--- config.mk ---
export PLATFORM = sky130hd
export DESIGN_NAME = r_empty_ctrl_flat
export DESIGN_NICKNAME = d
export VERILOG_FILES = /design/src/rtl/fifo_pkg.sv /design/src/rtl/r_empty_ctrl_if.sv /design/src/rtl/r_ptr_sync.sv /design/src/rtl/r_empty_ctrl.sv /design/src/flat_wrapper.sv
export SDC_FILE = /design/constraint.sdc
export NUM_CORES = 1
export LEC_CHECK = 0
export CAP_MARGIN = 20
export CORE_MARGIN = 2
export CORE_UTILIZATION = 35
export CTS_BUF_LIST = sky130_fd_sc_hd__clkbuf_8 sky130_fd_sc_hd__clkbuf_16
export CTS_CLUSTER_DIAMETER = 60
export DETAILED_ROUTE_END_ITERATION = 8
export PLACE_DENSITY_LB_ADDON = 0.3
export SYNTH_ARGS = -nofsm -noshare
export SYNTH_HDL_FRONTEND = slang
export SYNTH_HIERARCHICAL = 1
export SYNTH_SLANG_ARGS = --single-unit
--- constraint.sdc ---
create_clock -name r_clk -period 3.08 [get_ports r_clk]
set_input_delay 0.616 -clock r_clk [delete_from_list [all_inputs] [get_ports r_clk]]
set_output_delay 0.616 -clock r_clk [all_outputs]
set_load 0.03 [all_outputs]
--- src/rtl/fifo_pkg.sv ---
// Shared FIFO definitions: default address width and Gray/binary pointer conversions,
// used by both the read-side and write-side pointer blocks.
package fifo_pkg;

  localparam int DEF_ADDR_WIDTH = 3;

  // Both helpers work on 32-bit words; callers zero-extend and cast back to pointer width.
  function automatic logic [31:0] bin2gray(input logic [31:0] bin);
    return (bin >> 1) ^ bin;
  endfunction

  function automatic logic [31:0] gray2bin(input logic [31:0] gray);
    logic [31:0] bin;
    bin[31] = gray[31];
    for (int i = 30; i >= 0; i--) begin
      bin[i] = bin[i+1] ^ gray[i];
    end
    return bin;
  endfunction

endpackage

--- src/rtl/r_empty_ctrl_if.sv ---
// Consumer-facing read port of the FIFO empty controller.
interface r_empty_ctrl_if
  import fifo_pkg::*;
#(
  parameter int ADDR_WIDTH = DEF_ADDR_WIDTH
);

  logic                  r_inc;
  logic [ADDR_WIDTH-1:0] r_addr;
  logic                  r_empty;
  logic                  r_almost_empty;
  logic [ADDR_WIDTH:0]   r_count;
  logic                  r_underflow;

  modport master (
    output r_inc,
    input  r_addr, r_empty, r_almost_empty, r_count, r_underflow
  );

  modport slave (
    input  r_inc,
    output r_addr, r_empty, r_almost_empty, r_count, r_underflow
  );

endinterface

--- src/rtl/r_ptr_sync.sv ---
// Two-flop synchronizer bringing the Gray write pointer into the read clock domain.
module r_ptr_sync #(
  parameter int WIDTH = 4
) (
  input  logic             r_clk,
  input  logic             r_rst,
  input  logic [WIDTH-1:0] async_ptr,
  output logic [WIDTH-1:0] sync_ptr
);

  logic [WIDTH-1:0] meta_q, meta_d;
  logic [WIDTH-1:0] sync_q, sync_d;

  always_comb begin
    meta_d = async_ptr;
    sync_d = meta_q;
  end

  // NOTE: reset is sampled on the clock edge here, so it belongs inside the clocked
  // block and never in the sensitivity list.
  always_ff @(posedge r_clk) begin
    if (r_rst) begin
      meta_q <= '0;
      sync_q <= '0;
    end else begin
      meta_q <= meta_d;
      sync_q <= sync_d;
    end
  end

  assign sync_ptr = sync_q;

endmodule

--- src/rtl/r_empty_ctrl.sv ---
// Read-side pointer and flag logic of an asynchronous FIFO: read address, Gray read
// pointer, and conservative empty / almost-empty / occupancy flags.
module r_empty_ctrl
  import fifo_pkg::*;
#(
  parameter int ADDR_WIDTH = DEF_ADDR_WIDTH,
  parameter int AE_THRESH  = 1
) (
  input  logic                r_clk,
  input  logic                r_rst,
  input  logic [ADDR_WIDTH:0] unsync_w_ptr,
  output logic [ADDR_WIDTH:0] gr_r_ptr,
  r_empty_ctrl_if.slave       rd_if
);

  localparam int PTR_W = ADDR_WIDTH + 1;

  typedef logic [PTR_W-1:0] ptr_t;

  localparam ptr_t AE_LIMIT = PTR_W'(AE_THRESH);

  ptr_t sync_gr_w_ptr;
  ptr_t w_bin;
  ptr_t r_bin_q, r_bin_d;
  ptr_t r_gray_q, r_gray_d;
  ptr_t r_count_q, r_count_d;
  logic r_empty_q, r_empty_d;
  logic r_ae_q, r_ae_d;
  logic r_underflow_q, r_underflow_d;
  logic rd_ok;

  r_ptr_sync #(.WIDTH(PTR_W)) u_w_ptr_sync (
    .r_clk     (r_clk),
    .r_rst     (r_rst),
    .async_ptr (unsync_w_ptr),
    .sync_ptr  (sync_gr_w_ptr)
  );

  // Flags compare against the post-read pointer, so a read in this cycle is already
  // reflected when the flags register; the stale synchronized write pointer can
  // only understate occupancy.
  always_comb begin
    rd_ok         = rd_if.r_inc & ~r_empty_q;
    r_bin_d       = r_bin_q + PTR_W'(rd_ok);
    r_gray_d      = PTR_W'(bin2gray(32'(r_bin_d)));
    w_bin         = PTR_W'(gray2bin(32'(sync_gr_w_ptr)));
    r_empty_d     = (r_gray_d == sync_gr_w_ptr);
    r_count_d     = w_bin - r_bin_d;
    r_ae_d        = (r_count_d <= AE_LIMIT);
    r_underflow_d = rd_if.r_inc & r_empty_q;
  end

  // NOTE: every state register updates with <= so all of them sample the same
  // pre-edge values, regardless of statement order.
  always_ff @(posedge r_clk) begin
    if (r_rst) begin
      r_bin_q       <= '0;
      r_gray_q      <= '0;
      r_empty_q     <= 1'b1;
      r_ae_q        <= 1'b1;
      r_count_q     <= '0;
      r_underflow_q <= 1'b0;
    end else begin
      r_bin_q       <= r_bin_d;
      r_gray_q      <= r_gray_d;
      r_empty_q     <= r_empty_d;
      r_ae_q        <= r_ae_d;
      r_count_q     <= r_count_d;
      r_underflow_q <= r_underflow_d;
    end
  end

  assign gr_r_ptr             = r_gray_q;
  assign rd_if.r_addr         = r_bin_q[ADDR_WIDTH-1:0];
  assign rd_if.r_empty        = r_empty_q;
  assign rd_if.r_almost_empty = r_ae_q;
  assign rd_if.r_count        = r_count_q;
  assign rd_if.r_underflow    = r_underflow_q;

endmodule

--- src/flat_wrapper.sv ---
// flat-port wrapper written by rule: the top's interface ports become plain ports
module r_empty_ctrl_flat import fifo_pkg::*;
#(
  parameter int ADDR_WIDTH = DEF_ADDR_WIDTH,
  parameter int AE_THRESH  = 1
)
  (r_clk, r_rst, unsync_w_ptr, gr_r_ptr, rd_if_r_inc, rd_if_r_addr, rd_if_r_empty, rd_if_r_almost_empty, rd_if_r_count, rd_if_r_underflow);
  r_empty_ctrl_if #(.ADDR_WIDTH(ADDR_WIDTH)) rd_if_i ();
  input  logic r_clk;
  input  logic r_rst;
  input  logic [ADDR_WIDTH:0] unsync_w_ptr;
  output logic [ADDR_WIDTH:0] gr_r_ptr;
  input wire logic [$bits(rd_if_i.r_inc)-1:0] rd_if_r_inc;
  output wire logic [$bits(rd_if_i.r_addr)-1:0] rd_if_r_addr;
  output wire logic [$bits(rd_if_i.r_empty)-1:0] rd_if_r_empty;
  output wire logic [$bits(rd_if_i.r_almost_empty)-1:0] rd_if_r_almost_empty;
  output wire logic [$bits(rd_if_i.r_count)-1:0] rd_if_r_count;
  output wire logic [$bits(rd_if_i.r_underflow)-1:0] rd_if_r_underflow;
  assign rd_if_i.r_inc = rd_if_r_inc;
  assign rd_if_r_addr = rd_if_i.r_addr;
  assign rd_if_r_empty = rd_if_i.r_empty;
  assign rd_if_r_almost_empty = rd_if_i.r_almost_empty;
  assign rd_if_r_count = rd_if_i.r_count;
  assign rd_if_r_underflow = rd_if_i.r_underflow;
  r_empty_ctrl #(.ADDR_WIDTH(ADDR_WIDTH), .AE_THRESH(AE_THRESH)) u_core (.r_clk(r_clk), .r_rst(r_rst), .unsync_w_ptr(unsync_w_ptr), .gr_r_ptr(gr_r_ptr), .rd_if(rd_if_i));
endmodule
==> qor.csv, run 1 <==
metric,value,unit
reg2reg_slack,0.90,ns
path_cells,clkdlybuf4s50_1 > nor2b_1 > ha_1 > ha_1 > xnor2_1 > ha_1 > a21bo_2 > o221ai_2 > xnor2_1 > a31o_1,
fin_nets,119,
clkSinkCount,22,
synth_top_cell_by_area,dfxtp_1,
slowest_stage,clkdlybuf4s50_1,
grt_setup_unrepaired,no,
met3_length,96,um
cts_resized,0,
hold_viol,0,
initial_core_util,0.365,
syn_area_per_cell,10.9,um^2
routed.top_layer,met4,
place.gp.congestion,0.750,
io_pins,21,
worst_pin_slew,0.737,ns
tritoncts,done,
netlist_area,897,um^2
cts.clk_slew.worst_paths,0.07,ns
tns,0,ns
relSlewSlack,0.507,
post-cts-setup-buffer-count,0,
numPortBuffers,20,
crit_buf_inv,1,
synth_common_cells,"dfxtp_1 (22), nor2b_1 (11), nor2_1 (9)",
synth_edf_count,0,
initialDrtViolationCount,2,
utilization,0.482,
cpMostUsedCell,ha_1,
yosysWarnings,6,
final.fill_count,242,
die_w,54.6,um
synthArstFlopShare,0,
routed-via-count,603,
grt.total_usage,0.125,
grt_pass1_vias,596,
layout-drive-gt1-share,0.114,
coreArea,2450,um^2
viasPerCell,4.47,
stdcell_area,1180,um^2
synth_top_area_share,0.491,
crit_fanout,3,
cap_violations,0,
fp.dieH,54.6,um
antenna_found_initial,0,
wl_per_cell,10.7,um
p_per_area,550,nW/um^2
netlist_top_cells_area,"dfxtp_1 (49%), xor2_1 (7.8%), nor2b_1 (7.7%), ha_1 (7.0%), xnor2_1 (4.9%)",
yosysSeqAreaShare,0.491,
antenna_left,0,
ctsHoldBuffers,0,
required,3.23,ns
arrival,2.83,ns
gr-total-overflow,0,
rows,18,
grt_max_degree,23,
ir_drop,0.000273,V
synthToLayoutAreaGrowth,31.9,%
status,"finished, final reports clean",
wl_met2,671,um
timing.final.crit_share,0.869,
hold_path.class,reg -> reg,
setup_viol,0,
fin_cells,135,
synth_seq_cells,22,
fmaxAchievable,0.374,GHz
synth_most_common_cell,dfxtp_1,
multi_input_area,438,um^2
dieArea,2980,um^2
antennaDiodeCount,0,
numPlacedInstances,132,
period_minus_slack,2.68,ns
regArea,440,um^2
root_buffer,clkbuf_8,
drt_first_pass_iters,2,
cts_made_buffers,3,
power.leakage,0.498,nW
start_kind,primary input,
wl_met1,637,um
cp_top_family,adder cells,
drv_slew,0,
dp_hpwl,1070,um
crit_type,in -> reg,
endpoint_kind,register,
finClkSkew,0.00404,ns
wirelength,1440,um
yosysUniqueCellTypes,22,
cts_max_path_buffers,2,
drc,0,
slowest_delay,0.43,ns
synthCells,82,
synthFlopType,dfxtp_1,
clock_latency,0.26,ns
h-tree-depth,1,
placed_cell_area,1140,um^2
synth_nets,94,
grt_first_pass_wirelength,2520,um
==> cell type report <==
type                       count  area share
inverter                       3     0.00951
tap                           30      0.0317
multi-input combinational     55       0.370
timing repair buffer          22       0.182
clock buffer                   3      0.0349
sequential                    22       0.372
==> power breakdown <==
group	internal (mW)	switching [mW]
logic	0.0787	0.0842
clock network	0.0872	0.0842
registers	0.308	0.00861
==> through the flow <==
stage               hold slack [ns]  power (mW)  setup WS [ns]
finish                        0.439       0.651          0.403
global route                  0.449       0.692          0.282
CTS                           0.439       0.663          0.414
detailed placement            0.421       0.488          0.143
global placement              0.418       0.486          0.197
floorplan                     0.414       0.430          0.535
==> worst paths after layout <==
| path | to | cells past startpoint | start |
|---|---|---|---|
| max reg2reg | u_core/rd_if.r_almost_empty$_SDFF_PP1_ | 9 | u_core/rd_if.r_empty$_SDFF_PP1_ |
| min reg2reg | u_core/u_w_ptr_sync/sync_ptr[2]$_SDFF_PP0_ | 1 | u_core/u_w_ptr_sync/meta_q[2]$_SDFF_PP0_ |
| max | u_core/rd_if.r_almost_empty$_SDFF_PP1_ | 10 | rd_if_r_inc |
| min | u_core/u_w_ptr_sync/sync_ptr[2]$_SDFF_PP0_ | 1 | u_core/u_w_ptr_sync/meta_q[2]$_SDFF_PP0_ |
==> worst register-to-register path: cells and delay by family, from the launching register on <==
family	cells	cell delay (ns)
xor gates and xnor gates	2	0.26
AOI/OAI and AO/OA	3	0.61
adders and majority gates	3	0.77
DFF	1	0.37
and+or+nand+nor	1	0.07
==> sequential cells by signal, summed over array words and instances, names as in the netlist <==
register,count
u_core/r_bin_q,4
u_core/rd_if.r_count,4
u_core/u_w_ptr_sync/meta_q,4
u_core/u_w_ptr_sync/sync_ptr,4
u_core/gr_r_ptr,3
u_core/rd_if.r_almost_empty,1
u_core/rd_if.r_empty,1
u_core/rd_if.r_underflow,1
==> placed cells by master, fill, tap and decap left out, drive strengths merged <==
cell type / instances
xnor3: 1
clkbuf: 3
ha: 5
a31o: 2
buf: 2
a21boi: 1
clkdlybuf4s50: 20
nand3: 1
xor3: 1
xnor2: 5
inv: 3
a21oi: 1
nor2b: 11
nand2: 3
or2: 2
o21bai: 1
o221ai: 1
nand2b: 1
mux2i: 1
dfxtp: 22
nor2: 9
a21bo: 1
xor2: 8
==> cell families (layout without fill, tap and decap cells) <==
family / Yosys count / after routing / share of synthesized area
AOI/OAI and AO/OA: 7 / 7 / 0.0697
xor gates and xnor gates: 15 / 15 / 0.184
adders and majority gates: 5 / 5 / 0.0697
buffers and inverters: 5 / 28 / 0.0209
DFF: 22 / 22 / 0.491
muxes: 1 / 1 / 0.0112
and+or+nand+nor: 27 / 27 / 0.153
==> per-layer routing <==
layer  vias to the layer above  global-route usage
met5                         -                   0
met4                         0              0.0875
met3                         5              0.0246
met2                        20               0.198
met1                       268               0.151
li1                        310                   -
Note: power is estimated with default switching activity, not from simulation.
==> inputs of run 2 (changes only) <==
Settings changed: RECOVER_POWER set to 100.
==> run 2 against run 1 <==
Net effect:
- first-iteration DRC count increased by 50%
- final area decreased by 1.2%
- utilization decreased by 0.56 points
- critical path type unchanged
- highest routed layer unchanged
==> qor.csv, run 2 (synthesized netlist as in run 1, its figures left out) <==
metric,value,unit
h-tree-depth,1,
gr-total-overflow,0,
final_common_cell,dfxtp_1,
drv_slew,0,
fin_nets,119,
intPower,0.465,mW
routed.top_layer,met4,
grt_setup_unrepaired,no,
fin_cells,135,
synthToLayoutAreaGrowth,30.4,%
numPlacedInstances,132,
arrival,2.99,ns
antennaDiodeCount,0,
drt_first_pass_iters,2,
grt_first_pass_wirelength,2520,um
drc,0,
clock_latency,0.26,ns
power.leakage,0.524,nW
timing.final.crit_share,0.921,
root_buffer,clkbuf_8,
switchingPower,0.175,mW
cts_made_buffers,3,
coreArea,2450,um^2
place.gp.congestion,0.750,
tns,0,ns
finClkSkew,0.00411,ns
met3_length,94,um
start_kind,primary input,
required,3.23,ns
ir_drop,0.000268,V
hold_path.class,reg -> reg,
switching_share,0.273,
cts.clk_slew.worst_paths,0.07,ns
cts_max_path_buffers,2,
crit_fanout,3,
fmaxAchievable,0.352,GHz
seqPwrFrac,0.493,
relSlewSlack,0.503,
io_pins,21,
routed-via-count,604,
crit_type,in -> reg,
clkSinkCount,22,
worst_pin_slew,0.742,ns
fp.dieH,54.6,um
antenna_found_initial,0,
dieArea,2980,um^2
initial_core_util,0.365,
status,"finished, final reports clean",
dp_hpwl,1070,um
period_minus_slack,2.84,ns
p_per_area,547,nW/um^2
layout-drive-gt1-share,0.0857,
grt_pass1_vias,596,
p_total,0.640,mW
antenna_left,0,
viasPerCell,4.47,
combinationalPowerShare,0.239,
die_w,54.6,um
most-common-layout-cells,"dfxtp_1 (22), dlygate4sd3_1 (16), nor2b_1 (11)",
tritoncts,done,
wl_per_cell,10.7,um
hold_viol,0,
grt.total_usage,0.125,
grt_max_degree,23,
wl_met2,667,um
post-cts-setup-buffer-count,0,
initialDrtViolationCount,3,
numPortBuffers,20,
pwr-share-clk,0.268,
cts_resized,0,
wl_met1,645,um
cap_violations,0,
endpoint_kind,register,
setup_viol,0,
ctsHoldBuffers,0,
rows,18,
wirelength,1450,um
-- run 2: changes by cell type in the layout (fill, tap and decap cells not counted), sizes merged --
cell	before	now
buf	2	0
clkbuf	3	5
clkdlybuf4s50	20	4
dlygate4sd3	0	16
-- run 2: final timing paths --
path | start | endpoint | slack (ns) | cells past startpoint
setup / recovery | rd_if_r_inc | u_core/rd_if.r_almost_empty$_SDFF_PP1_ | 0.24 | 10
hold / removal | u_core/u_w_ptr_sync/meta_q[2]$_SDFF_PP0_ | u_core/u_w_ptr_sync/sync_ptr[2]$_SDFF_PP0_ | 0.44 | 1
setup reg to reg | u_core/rd_if.r_empty$_SDFF_PP1_ | u_core/rd_if.r_almost_empty$_SDFF_PP1_ | 0.88 | 9
hold reg to reg | u_core/u_w_ptr_sync/meta_q[2]$_SDFF_PP0_ | u_core/u_w_ptr_sync/sync_ptr[2]$_SDFF_PP0_ | 0.44 | 1
-- run 2: layer usage --
metal  track usage  vias to the layer above
met5             0                        -
met1         0.151                      268
met3        0.0246                        5
met2         0.198                       20
met4        0.0875                        0
li1              -                      311
-- run 2: power by group through the flow --
stage | logic, mW | registers [mW] | clock network [mW]
after floorplan | 0.0688 | 0.361 | 0
final | 0.153 | 0.316 | 0.171
after CTS | 0.165 | 0.317 | 0.181
after global placement | 0.163 | 0.323 | 0
after global routing | 0.172 | 0.319 | 0.190
after detailed placement | 0.165 | 0.324 | 0
-- run 2: per-stage QoR --
step                      hold slack, ns   util  instance area, um^2  worst slack [ns]
final                              0.439  0.477                 1170             0.243
after global routing               0.449  0.477                 1170             0.144
after detailed placement           0.421  0.465                 1140             0.143
after global placement             0.418  0.465                 1140             0.197
after floorplan                    0.414      -                  897             0.535
after CTS                          0.439  0.482                 1180             0.414
-- run 2: layout make-up --
type	count	area (um^2)
multi-input combinational	55	432
sequential	22	440
clock buffer	3	41.3
fill	245	1280
inverter	3	11.3
timing repair buffer	22	208
tap	30	37.5
-- run 2: worst max-delay path, cell delays in order --
cell and delay [ns]:
dlygate4sd3_1 0.56, nor2b_1 0.15, ha_1 0.21, ha_1 0.22, xnor2_1 0.16, ha_1 0.33, a21bo_2 0.23, o221ai_1 0.20
xnor2_1 0.11, a31o_1 0.22
